**src/rtl/instr_fetch_queue_if.sv**
```systemverilog
// Bundle of the fetch-queue signals: redirect control, the instruction-memory
// request/response channel and the consumer-side queue head.
//
// Handshakes: imem_req_o/imem_gnt_i transfer a request when both are high on a
// rising edge. imem_rvalid_i returns one response per granted request, no
// earlier than the cycle after the grant. instr_valid_o/instr_ready_i pop the
// head when both are high on a rising edge. instr_valid_o does not depend on
// instr_ready_i.
interface instr_fetch_queue_if #(
  parameter int DEPTH = 4
);
  localparam int CW = $clog2(DEPTH) + 1;

  logic          redirect_i;
  logic [31:0]   redirect_pc_i;
  logic          imem_req_o;
  logic [31:0]   imem_addr_o;
  logic          imem_gnt_i;
  logic          imem_rvalid_i;
  logic [31:0]   imem_rdata_i;
  logic          instr_valid_o;
  logic [31:0]   instr_o;
  logic [31:0]   pc_o;
  logic          instr_ready_i;
  logic [CW-1:0] count_o;
  // Debug view of the fetch FSM: 0 = IDLE, 1 = WAIT, 2 = DROP.
  logic [1:0]    state_o;

  // Queue side.
  modport slave (
    input  redirect_i, redirect_pc_i, imem_gnt_i, imem_rvalid_i, imem_rdata_i,
           instr_ready_i,
    output imem_req_o, imem_addr_o, instr_valid_o, instr_o, pc_o, count_o,
           state_o
  );

  // Environment side: memory, consumer and redirect source.
  modport master (
    output redirect_i, redirect_pc_i, imem_gnt_i, imem_rvalid_i, imem_rdata_i,
           instr_ready_i,
    input  imem_req_o, imem_addr_o, instr_valid_o, instr_o, pc_o, count_o,
           state_o
  );
endinterface

```
**src/rtl/instr_fetch_queue.sv**
```systemverilog
// Instruction fetch queue: issues sequential fetches with at most one request
// outstanding. It buffers {pc, instruction} pairs in a DEPTH-entry FIFO and
// handles redirects by flushing the FIFO and dropping any in-flight response.
module instr_fetch_queue #(
  parameter int          DEPTH    = 4,
  parameter logic [31:0] RESET_PC = 32'h0000_0000
) (
  input  logic                  clk_i,
  input  logic                  rst_i,
  instr_fetch_queue_if.slave    bus
);
  localparam int AW = (DEPTH > 1) ? $clog2(DEPTH) : 1;
  localparam int CW = $clog2(DEPTH) + 1;

  typedef enum logic [1:0] {
    IDLE = 2'd0,
    WAIT = 2'd1,
    DROP = 2'd2
  } state_e;

  state_e        state_q, state_d;
  logic [31:0]   fetch_pc_q, fetch_pc_d;
  logic [31:0]   pend_pc_q, pend_pc_d;
  logic [AW-1:0] wr_ptr_q, wr_ptr_d;
  logic [AW-1:0] rd_ptr_q, rd_ptr_d;
  logic [CW-1:0] count_q, count_d;
  logic [31:0]   pc_mem   [DEPTH];
  logic [31:0]   data_mem [DEPTH];

  logic issue, grant, push, pop;

  // A request reserves its FIFO slot up front, so a response can always be pushed.
  assign issue = !rst_i && (state_q == IDLE) && (count_q < CW'(DEPTH)) && !bus.redirect_i;
  assign grant = issue && bus.imem_gnt_i;
  assign push  = (state_q == WAIT) && bus.imem_rvalid_i && !bus.redirect_i;
  assign pop   = (count_q != '0) && bus.instr_ready_i && !bus.redirect_i;

  // Next-state logic for the fetch FSM, the PCs, the FIFO pointers and the occupancy.
  always_comb begin
    state_d    = state_q;
    fetch_pc_d = fetch_pc_q;
    pend_pc_d  = pend_pc_q;
    wr_ptr_d   = wr_ptr_q;
    rd_ptr_d   = rd_ptr_q;
    count_d    = count_q;

    unique case (state_q)
      IDLE: if (grant) state_d = WAIT;
      WAIT: begin
        if (bus.redirect_i) state_d = bus.imem_rvalid_i ? IDLE : DROP;
        else if (bus.imem_rvalid_i) state_d = IDLE;
      end
      // The stale response retires DROP even if another redirect arrives with it.
      // Staying in DROP there would wait for a response that never comes.
      DROP: if (bus.imem_rvalid_i) state_d = IDLE;
      default: state_d = IDLE;
    endcase

    if (bus.redirect_i) begin
      fetch_pc_d = {bus.redirect_pc_i[31:2], 2'b00};
      wr_ptr_d   = '0;
      rd_ptr_d   = '0;
      count_d    = '0;
    end else begin
      if (grant) begin
        pend_pc_d  = fetch_pc_q;
        fetch_pc_d = fetch_pc_q + 32'd4;
      end
      if (push) wr_ptr_d = wr_ptr_q + AW'(1);
      if (pop)  rd_ptr_d = rd_ptr_q + AW'(1);
      unique case ({push, pop})
        2'b10:   count_d = count_q + CW'(1);
        2'b01:   count_d = count_q - CW'(1);
        default: count_d = count_q;
      endcase
    end
  end

  // Control registers; reset abandons any outstanding request.
  always_ff @(posedge clk_i or posedge rst_i) begin
    if (rst_i) begin
      state_q    <= IDLE;
      fetch_pc_q <= RESET_PC;
      pend_pc_q  <= '0;
      wr_ptr_q   <= '0;
      rd_ptr_q   <= '0;
      count_q    <= '0;
    end else begin
      state_q    <= state_d;
      fetch_pc_q <= fetch_pc_d;
      pend_pc_q  <= pend_pc_d;
      wr_ptr_q   <= wr_ptr_d;
      rd_ptr_q   <= rd_ptr_d;
      count_q    <= count_d;
    end
  end

  // FIFO storage; entries are qualified by count_q, so no reset is needed.
  always_ff @(posedge clk_i) begin
    if (push) begin
      pc_mem[wr_ptr_q]   <= pend_pc_q;
      data_mem[wr_ptr_q] <= bus.imem_rdata_i;
    end
  end

  assign bus.imem_req_o    = issue;
  assign bus.imem_addr_o   = fetch_pc_q;
  assign bus.instr_valid_o = (count_q != '0);
  assign bus.instr_o       = (count_q != '0) ? data_mem[rd_ptr_q] : 32'h0;
  assign bus.pc_o          = (count_q != '0) ? pc_mem[rd_ptr_q]   : 32'h0;
  assign bus.count_o       = count_q;
  assign bus.state_o       = state_q;
endmodule

```
**src/flat_wrapper.sv**
```systemverilog
// flat-port wrapper written by rule: the top's interface ports become plain ports
module instr_fetch_queue_flat 
#(
  parameter int          DEPTH    = 4,
  parameter logic [31:0] RESET_PC = 32'h0000_0000
)
  (clk_i, rst_i, bus_redirect_i, bus_redirect_pc_i, bus_imem_gnt_i, bus_imem_rvalid_i, bus_imem_rdata_i, bus_instr_ready_i, bus_imem_req_o, bus_imem_addr_o, bus_instr_valid_o, bus_instr_o, bus_pc_o, bus_count_o, bus_state_o);
  instr_fetch_queue_if #(.DEPTH(DEPTH)) bus_i ();
  input  logic clk_i;
  input  logic rst_i;
  input wire logic [$bits(bus_i.redirect_i)-1:0] bus_redirect_i;
  input wire logic [$bits(bus_i.redirect_pc_i)-1:0] bus_redirect_pc_i;
  input wire logic [$bits(bus_i.imem_gnt_i)-1:0] bus_imem_gnt_i;
  input wire logic [$bits(bus_i.imem_rvalid_i)-1:0] bus_imem_rvalid_i;
  input wire logic [$bits(bus_i.imem_rdata_i)-1:0] bus_imem_rdata_i;
  input wire logic [$bits(bus_i.instr_ready_i)-1:0] bus_instr_ready_i;
  output wire logic [$bits(bus_i.imem_req_o)-1:0] bus_imem_req_o;
  output wire logic [$bits(bus_i.imem_addr_o)-1:0] bus_imem_addr_o;
  output wire logic [$bits(bus_i.instr_valid_o)-1:0] bus_instr_valid_o;
  output wire logic [$bits(bus_i.instr_o)-1:0] bus_instr_o;
  output wire logic [$bits(bus_i.pc_o)-1:0] bus_pc_o;
  output wire logic [$bits(bus_i.count_o)-1:0] bus_count_o;
  output wire logic [$bits(bus_i.state_o)-1:0] bus_state_o;
  assign bus_i.redirect_i = bus_redirect_i;
  assign bus_i.redirect_pc_i = bus_redirect_pc_i;
  assign bus_i.imem_gnt_i = bus_imem_gnt_i;
  assign bus_i.imem_rvalid_i = bus_imem_rvalid_i;
  assign bus_i.imem_rdata_i = bus_imem_rdata_i;
  assign bus_i.instr_ready_i = bus_instr_ready_i;
  assign bus_imem_req_o = bus_i.imem_req_o;
  assign bus_imem_addr_o = bus_i.imem_addr_o;
  assign bus_instr_valid_o = bus_i.instr_valid_o;
  assign bus_instr_o = bus_i.instr_o;
  assign bus_pc_o = bus_i.pc_o;
  assign bus_count_o = bus_i.count_o;
  assign bus_state_o = bus_i.state_o;
  instr_fetch_queue #(.DEPTH(DEPTH), .RESET_PC(RESET_PC)) u_core (.clk_i(clk_i), .rst_i(rst_i), .bus(bus_i));
endmodule
```
**config.mk**
```make
export PLATFORM = sky130hd
export DESIGN_NAME = instr_fetch_queue_flat
export DESIGN_NICKNAME = d
export VERILOG_FILES = /design/src/rtl/instr_fetch_queue_if.sv /design/src/rtl/instr_fetch_queue.sv /design/src/flat_wrapper.sv
export SDC_FILE = /design/constraint.sdc
export NUM_CORES = 1
export LEC_CHECK = 0
export ABC_AREA = 1
export ABC_CLOCK_PERIOD_IN_PS = 12700
export BUFFER_PORTS_ARGS = -buffer_cell sky130_fd_sc_hd__buf_2
export CAP_MARGIN = 20
export CORE_MARGIN = 1.5
export CORE_UTILIZATION = 30
export CTS_CLUSTER_DIAMETER = 120
export DETAILED_ROUTE_END_ITERATION = 8
export PLACE_DENSITY = 0.55
export SYNTH_ARGS = -nofsm -noshare
export SYNTH_HDL_FRONTEND = slang
export SYNTH_SLANG_ARGS = --single-unit
```
**constraint.sdc**
```tcl
create_clock -name clk_i -period 12.7 [get_ports clk_i]
set_clock_uncertainty 0.15 [all_clocks]
set_input_delay 2.54 -clock clk_i [delete_from_list [all_inputs] [get_ports clk_i]]
set_output_delay 2.54 -clock clk_i [all_outputs]
set_load 0.02 [all_outputs]
```
======== Word level (Yosys, flattened, before mapping) ========
Memory sizes are Yosys's and may differ from the RTL's.
Index checks and enable logic that the tools add are counted.
Widths: inputs -> output; s select.
word-level totals
  bits in registers ....................... 73
  memory bits (writable) .................. 256
  output and inout port bits .............. 103
  logic and storage cells ................. 54
  memories kept ........................... 2
memories
  memory           depth  bits a word  rd ports  clocked after Yosys merged registers in  write ports  line                     text
  u_core.data_mem  4      32           1         0                                        1            instr_fetch_queue.sv:28  logic [31:0] data_mem [DEPTH];
  u_core.pc_mem    4      32           1         0                                        1            instr_fetch_queue.sv:27  logic [31:0] pc_mem [DEPTH];
cells by class
  add/sub/neg operators ................... 5
  order comparisons ....................... 1
  equal/unequal tests ..................... 5
  mux-type cells .......................... 17
  bitwise operators ....................... 1
  reduce and logical (&&, ||, !) cells .... 17
operators by type and width
  operator               number
  $mux 32                4
  $add 32x3->32 const B  1
  $mux 2                 8
  $logic_and 1x1->1      8
  $pmux 2 s3             1
  $pmux 3 s2             1
  $reduce_bool 2->1      3
  $reduce_bool 3->1      2
  $add 2x1->2 const B    2
  $eq 2x1->1 const B     2
  $eq 2x2->1 const B     2
  $add 3x1->3 const B    1
  $lt 3x3->1 const B     1
  $mux 3                 1
  $sub 3x1->3 const B    1
  $logic_not 1->1        2
  $logic_not 2->1        1
  $mux 1                 2
  $ne 2x1->1 const B     1
  $reduce_and 2->1       1
  $not 1->1              1

======== Depth between registers and ports, before layout ========
Gate-level depths: netlist of run 1.
  word-level depth ........................ 7
  depth in mapped cells ................... 10
  depth with buffers taken out ............ 10

======== Worst setup path before layout of run 1 ========
OpenSTA, ideal clock, no wires.
  kind .................................... in2out
  start point ............................. input port rst_i
  end point ............................... output port bus_imem_req_o
  arrival ................................. 4416 ps
  required time ........................... 10010 ps
  slack ................................... 5594 ps
  stages on the path ...................... 3
  cells stage by stage .................... inv_1 -> nand3_1 -> inv_1
between the ends
  cells in the longest elaborated chain, start to end .. 4
ends and longest elaborated chain
  what                              line                     text
  start, declared                   flat_wrapper.sv:10       input logic rst_i;
  $logic_not 1->1 (no source line)  --
  $logic_and 1x1->1 (3 in series)   instr_fetch_queue.sv:33  assign issue = !rst_i && (state_q == IDLE) && (count_q < CW'(DEPTH)) && !bus.redirect_i;
  end, declared                     flat_wrapper.sv:17       output wire logic [$bits(bus_i.imem_req_o)-1:0] bus_imem_req_o;
No other way between the ends.

======== Final worst setup path of run 1 ========
  start point ............................. input port bus_redirect_i
  end point ............................... output port bus_imem_req_o
between the ends
  cells in the longest elaborated chain, start to end .. 2
ends and longest elaborated chain
  what               line                     text
  start, declared    flat_wrapper.sv:11       input wire logic [$bits(bus_i.redirect_i)-1:0] bus_redirect_i;
  $logic_not 1->1    instr_fetch_queue.sv:33
  $logic_and 1x1->1  instr_fetch_queue.sv:33
No other way between the ends.

==> flow_metrics.env, run 1 <==
export IMPL_fin_nets=1515
export IMPL_total_leakage_power_nw=6.26
export IMPL_cts_root_buf="clkbuf_16"
export IMPL_rows=77
export IMPL_yosysWarnings=0
export IMPL_reg2reg_depth=7
export IMPL_htreeDepth=2
export IMPL_hold_viol_final=0
export IMPL_dieArea_mm2=0.0463
export IMPL_crit_type="in -> out"
export IMPL_grt_start_max_net_pins=76
export IMPL_finalCritPeriodShare_pct=48.6
export IMPL_postSynthCellCount=1288
export IMPL_finalSetupTns_ns=0
export IMPL_fillers=4492
export IMPL_cap_violations=0
export IMPL_io_pins=173
export IMPL_io_buffers=166
export IMPL_start_kind="input pin"
export IMPL_num_vias=9551
export IMPL_min_period_ns=6.17
export IMPL_coreArea_mm2=0.0443
export IMPL_via_per_inst=4.64
export IMPL_grt_pass1_wl_um=53100
export IMPL_final_layout_size_suffix_gt1_share_pct=17.4
export IMPL_hold_depth=0
export IMPL_antenna_found_initial=0
export IMPL_path_clk_slew_ns=0.06
export IMPL_grt_ovfl_total=0
export IMPL_cts_resized=0
export IMPL_cp_required_ns=10.01
export IMPL_cts_sinks=317
export IMPL_tightest_slew_ns=1.05
export IMPL_synthTopCellsByArea="edfxtp_1, dfrtp_1, nor2_1"
export IMPL_slew_headroom_pct=30.0
export IMPL_power_mw=3.18
export IMPL_clock_path_buffers=3
export IMPL_holdBufCountCts=0
export IMPL_drc=0
export IMPL_multi_input_area_mm2=0.00375
export IMPL_ys_seq_area_share_pct=67.9
export IMPL_fmax_mhz=162
export IMPL_report_final_slew_viol_count=0
export IMPL_track_usage_pct=14.7
export IMPL_hp_class="reg -> reg"
export IMPL_rsz0062_at_grt="false"
export IMPL_postCtsSetupRepairBufs=0
export IMPL_synthToLayoutAreaGrowth_pct=18.4
export IMPL_peakVddDrop_mv=0.111
export IMPL_yosysTopAreaCell="edfxtp_1"
export IMPL_dieHeight_um=215
export IMPL_numCtsBuffers=36
export IMPL_ant_nets=0
export IMPL_regArea_mm2=0.00918
export IMPL_drtPass1Iterations=5
export IMPL_finalSetupViolations=0
export IMPL_cts_tree="yes"
export IMPL_synth_cell_types=33
export IMPL_clock_latency_ns=0.53
export IMPL_end_kind="output pin"
export IMPL_chipWidth_um=215
export IMPL_worst_hold_slack_ns=0.369
export IMPL_wire_per_inst_um=16.5
export IMPL_dp_hpwl_um=19800
export IMPL_power_density_mw_per_mm2=199
export IMPL_fin_cells=2058
export IMPL_worstPathArrival_ns=3.48
export IMPL_crit_fanout=36
export IMPL_num_antenna_cells=0
export IMPL_status="finished, final reports clean"
export IMPL_placed_cells=1993
export IMPL_synth_top_area_share_pct=55.1
export IMPL_place_gp_congestion=0.819
export IMPL_synth_seq_cells=317
export IMPL_grt_pass1_vias=9298
export IMPL_syn_area_per_cell_um2=10.5
export IMPL_wl_um=34000
export IMPL_drt_iter0_drc=528
export IMPL_initial_core_util_pct=30.5
export IMPL_syn_area_mm2=0.0135
## per-layer routing
metal	track usage (%)	part of all wire, %
met1	19.4	46
met2	24.2	47
met3	2.93	5.0
met4	4.59	2.0
met5	0	0
## through the flow
stage	cell area, um2	utilization [%]	setup WS (ns)
3_3_place_gp	14900	33.6	6.51
3_5_place_dp	14900	33.6	6.50
5_1_grt	16000	36.1	6.43
6_report	16000	36.1	6.53
4_1_cts	16000	36.1	6.50
2_1_floorplan	13500	-	5.59
## cells in the final DEF (no fill, tap or decap), types with 6 or more instances in the layout
cell type / Yosys / layout
a21oi_1: 64 / 64
buf_2: 23 / 166
buf_4: 7 / 13
clkbuf_1: 32 / 13
clkbuf_16: 0 / 37
clkinv_1: 0 / 6
dfrtp_1: 69 / 67
edfxtp_1: 248 / 248
inv_1: 72 / 71
nand2_1: 152 / 152
nand3_1: 78 / 78
nand4_1: 11 / 11
nor2_1: 323 / 319
nor2_2: 7 / 7
nor2_4: 3 / 7
o211ai_1: 7 / 7
o21ai_0: 149 / 149
o21ai_1: 7 / 7
## cells in the mapped netlist, drive strengths merged
| master | n |
|---|---|
| a211oi | 1 |
| a21oi | 64 |
| buf | 37 |
| clkbuf | 32 |
| conb | 1 |
| dfrtp | 69 |
| edfxtp | 248 |
| fa | 1 |
| ha | 5 |
| inv | 77 |
| nand2 | 156 |
| nand3 | 79 |
| nand3b | 4 |
| nand4 | 12 |
| nor2 | 333 |
| nor3 | 1 |
| o211ai | 7 |
| o21ai | 156 |
| o21bai | 1 |
| o31ai | 1 |
| or2 | 1 |
| xnor2 | 1 |
| xor2 | 1 |
## flip-flops by register name, indices dropped and copies added, names as in the netlist
signal,count
u_core.bus.count_o,3
u_core.bus.imem_addr_o,30
u_core.pc_mem,120
u_core.rd_ptr_q,2
u_core.wr_ptr_q,2
u_core.data_mem,128
u_core.pend_pc_q,30
u_core.bus.state_o,2
## area by class of cell
cell class	instances	area share (%)
multi-input cells	828	23.5
clock buffers	50	6.10
repair buffers	179	5.81
inverters	77	1.82
flip-flops and latches	317	57.4
clock inverters	15	0.798
well taps	592	4.63
## critical path, stage by stage
cell     delay (ns)
buf_2          0.58
nor2_4         0.07
nand3_1        0.11
inv_1          0.04
buf_2          0.15
## where the power goes
| part | internal [mW] | switching, mW |
|---|---|---|
| sequential | 1.25 | 0.112 |
| clock | 0.578 | 0.397 |
| combinational | 0.237 | 0.603 |
## cell families (layout without fill, tap and decap cells)
| kind of cell | count (synthesis) | in the layout | synth area share [%] |
|---|---|---|---|
| simple gates | 586 | 586 | 18.0 |
| flops | 317 | 317 | 67.9 |
| compound gates | 230 | 230 | 8.71 |
| buf+inv | 146 | 321 | 4.63 |
| fa+ha+maj | 6 | 6 | 0.611 |
| xor+xnor | 2 | 2 | 0.130 |
| other cells | 1 | 4 | 0.0278 |
## final timing paths
| path | end | start | slack (ns) |
|---|---|---|---|
| max in group asynchronous | u_core.rd_ptr_q[0] | rst_i | 9.53 |
| max reg2reg | u_core.bus.imem_addr_o[2] | u_core.bus.state_o[0] | 10.17 |
| min reg2reg | u_core.pc_mem[3][22] | u_core.pend_pc_q[22] | 0.37 |
| max | bus_imem_req_o | bus_redirect_i | 6.53 |
| min in group asynchronous | u_core.bus.count_o[0] | rst_i | 2.19 |
| min | u_core.pc_mem[3][22] | u_core.pend_pc_q[22] | 0.37 |
No activity file was read; power rests on OpenSTA's default activity.
==> run 2, diff against run 1 <==
- ABC_CLOCK_PERIOD_IN_PS: 12700 -> 6150
- clock period: 12.7 -> 6.15 ns (I/O delays scaled with it)
==> flow_metrics.env, run 2 (synthesized netlist as in run 1, its figures left out) <==
export IMPL_hold_depth=0
export IMPL_hold_end="u_core.pc_mem[2][24]"
export IMPL_synthToLayoutAreaGrowth_pct=19.1
export IMPL_dp_slack_ns=2.22
export IMPL_finalSetupTns_ns=0
export IMPL_max_stage_delay_ns=0.75
export IMPL_via_per_inst=4.62
export IMPL_rows=77
export IMPL_min_period_ns=4.42
export IMPL_htreeDepth=2
export IMPL_finalCritPeriodShare_pct=71.8
export IMPL_grt_pass1_wl_um=53600
export IMPL_top_register="u_core.data_mem"
export IMPL_clock_latency_ns=0.54
export IMPL_wire_per_inst_um=16.7
export IMPL_cts_tree="yes"
export IMPL_cts_root_buf="clkbuf_16"
export IMPL_dp_hpwl_um=19900
export IMPL_hp_start="u_core.pend_pc_q[24]"
export IMPL_hold_viol_final=0
export IMPL_report_final_slew_viol_count=0
export IMPL_hp_class="reg -> reg"
export IMPL_clock_path_buffers=3
export IMPL_drc=0
export IMPL_slowest_stage="buf_4"
export IMPL_io_buffers=166
export IMPL_drt_iter0_drc=594
export IMPL_grt_start_max_net_pins=90
export IMPL_finalSetupViolations=0
export IMPL_antenna_found_initial=0
export IMPL_crit_fanout=64
export IMPL_grt_ovfl_total=0
export IMPL_reg2reg_depth=6
export IMPL_slew_headroom_pct=30.3
export IMPL_holdBufCountCts=0
export IMPL_wl_um=34400
export IMPL_drtPass1Iterations=5
export IMPL_num_antenna_cells=0
export IMPL_numCtsBuffers=38
export IMPL_crit_type="reg -> out"
export IMPL_chipWidth_um=215
export IMPL_cap_violations=0
export IMPL_final_layout_size_suffix_gt1_share_pct=17.8
export IMPL_power_density_mw_per_mm2=414
export IMPL_fin_cells=2063
export IMPL_r2r_setup_slack_ns=3.65
export IMPL_layout_commonest_cell="nor2_1"
export IMPL_reg2reg_from="u_core.bus.state_o[1]"
export IMPL_track_usage_pct=14.8
export IMPL_top_regs="u_core.data_mem: 128 flops, u_core.pc_mem: 120 flops"
export IMPL_dieArea_mm2=0.0463
export IMPL_coreArea_mm2=0.0443
export IMPL_fmax_mhz=226
export IMPL_dieHeight_um=215
export IMPL_rr_endpoint="u_core.data_mem[3][10]"
export IMPL_total_leakage_power_nw=6.31
export IMPL_tightest_slew_ns=1.05
export IMPL_fin_nets=1518
export IMPL_peakVddDrop_mv=0.179
export IMPL_rsz0062_at_grt="false"
export IMPL_worstPathArrival_ns=3.04
export IMPL_cts_resized=0
export IMPL_crit_chain="buf_4 -> buf_4 -> nor2_1 -> nor2_1 -> o21ai_0 -> a21oi_1 -> buf_2"
export IMPL_start_kind="flip-flop"
export IMPL_place_gp_congestion=0.816
export IMPL_io_pins=173
export IMPL_cp_required_ns=4.77
export IMPL_initial_core_util_pct=30.5
export IMPL_status="finished, final reports clean"
export IMPL_grt_pass1_vias=9300
export IMPL_path_clk_slew_ns=0.05
export IMPL_setup_slack_ns=1.73
export IMPL_layout_common_cells="nor2_1, edfxtp_1, buf_2, nand2_1, o21ai_0"
export IMPL_placed_cells=1992
export IMPL_num_vias=9530
export IMPL_cts_sinks=317
export IMPL_worst_hold_slack_ns=0.373
export IMPL_largest_reg_flops=128
export IMPL_end_kind="output pin"
export IMPL_postCtsSetupRepairBufs=0
export IMPL_ant_nets=0
-- run 2: worst max-delay path by stage --
stage,slack (ns),start,to
global placement,2.27,u_core.rd_ptr_q[0],bus_instr_o[17]
CTS,1.63,u_core.rd_ptr_q[0],bus_pc_o[4]
global route,1.44,u_core.rd_ptr_q[0],bus_instr_o[28]
floorplan,1.28,bus_redirect_i,u_core.data_mem[0][0]
detailed placement,2.22,u_core.rd_ptr_q[0],bus_pc_o[4]
finish,1.73,u_core.rd_ptr_q[0],bus_instr_o[17]
-- run 2: layout make-up --
class / instances / area (um2)
inverters: 77 / 290
clock inverters: 20 / 143
flip-flops and latches: 317 / 9180
repair buffers: 180 / 961
multi-input cells: 828 / 3750
fillers: 4475 / 28200
well taps: 592 / 741
clock buffers: 49 / 1020
-- run 2: per-layer routing --
metal | GRT usage [%] | share of wire (%) | vias up
li1 | - | - | 4688
met1 | 20.2 | 47 | 4583
met2 | 24.2 | 47 | 211
met3 | 2.46 | 4.4 | 48
met4 | 4.55 | 2.0 | 0
met5 | 0 | 0 | -
-- run 2: worst max-delay path, delay by kind of cell (launching register included) --
kind | cells | cell delay [ns]
AND/OR/NAND/NOR | 2 | 0.20
AO/OA/AOI/OAI | 2 | 0.34
flip-flops | 1 | 0.41
buffers and inverters | 3 | 1.52
-- run 2: report_power, final --
part / total (mW) / switching [mW] / internal, mW
Sequential: 2.82 / 0.229 / 2.59
Clock: 2.08 / 0.858 / 1.22
Combinational: 1.77 / 1.26 / 0.509
Total: 6.67 / 2.34 / 4.32
-- run 2: through the flow --
stage	utilization, %	cell area [um2]	power (mW)
after floorplan	-	13500	3.92
after global placement	33.6	14900	4.61
after detailed placement	33.6	14900	4.64
after CTS	36.2	16000	6.76
after global routing	36.3	16100	7.04
final	36.3	16100	6.67
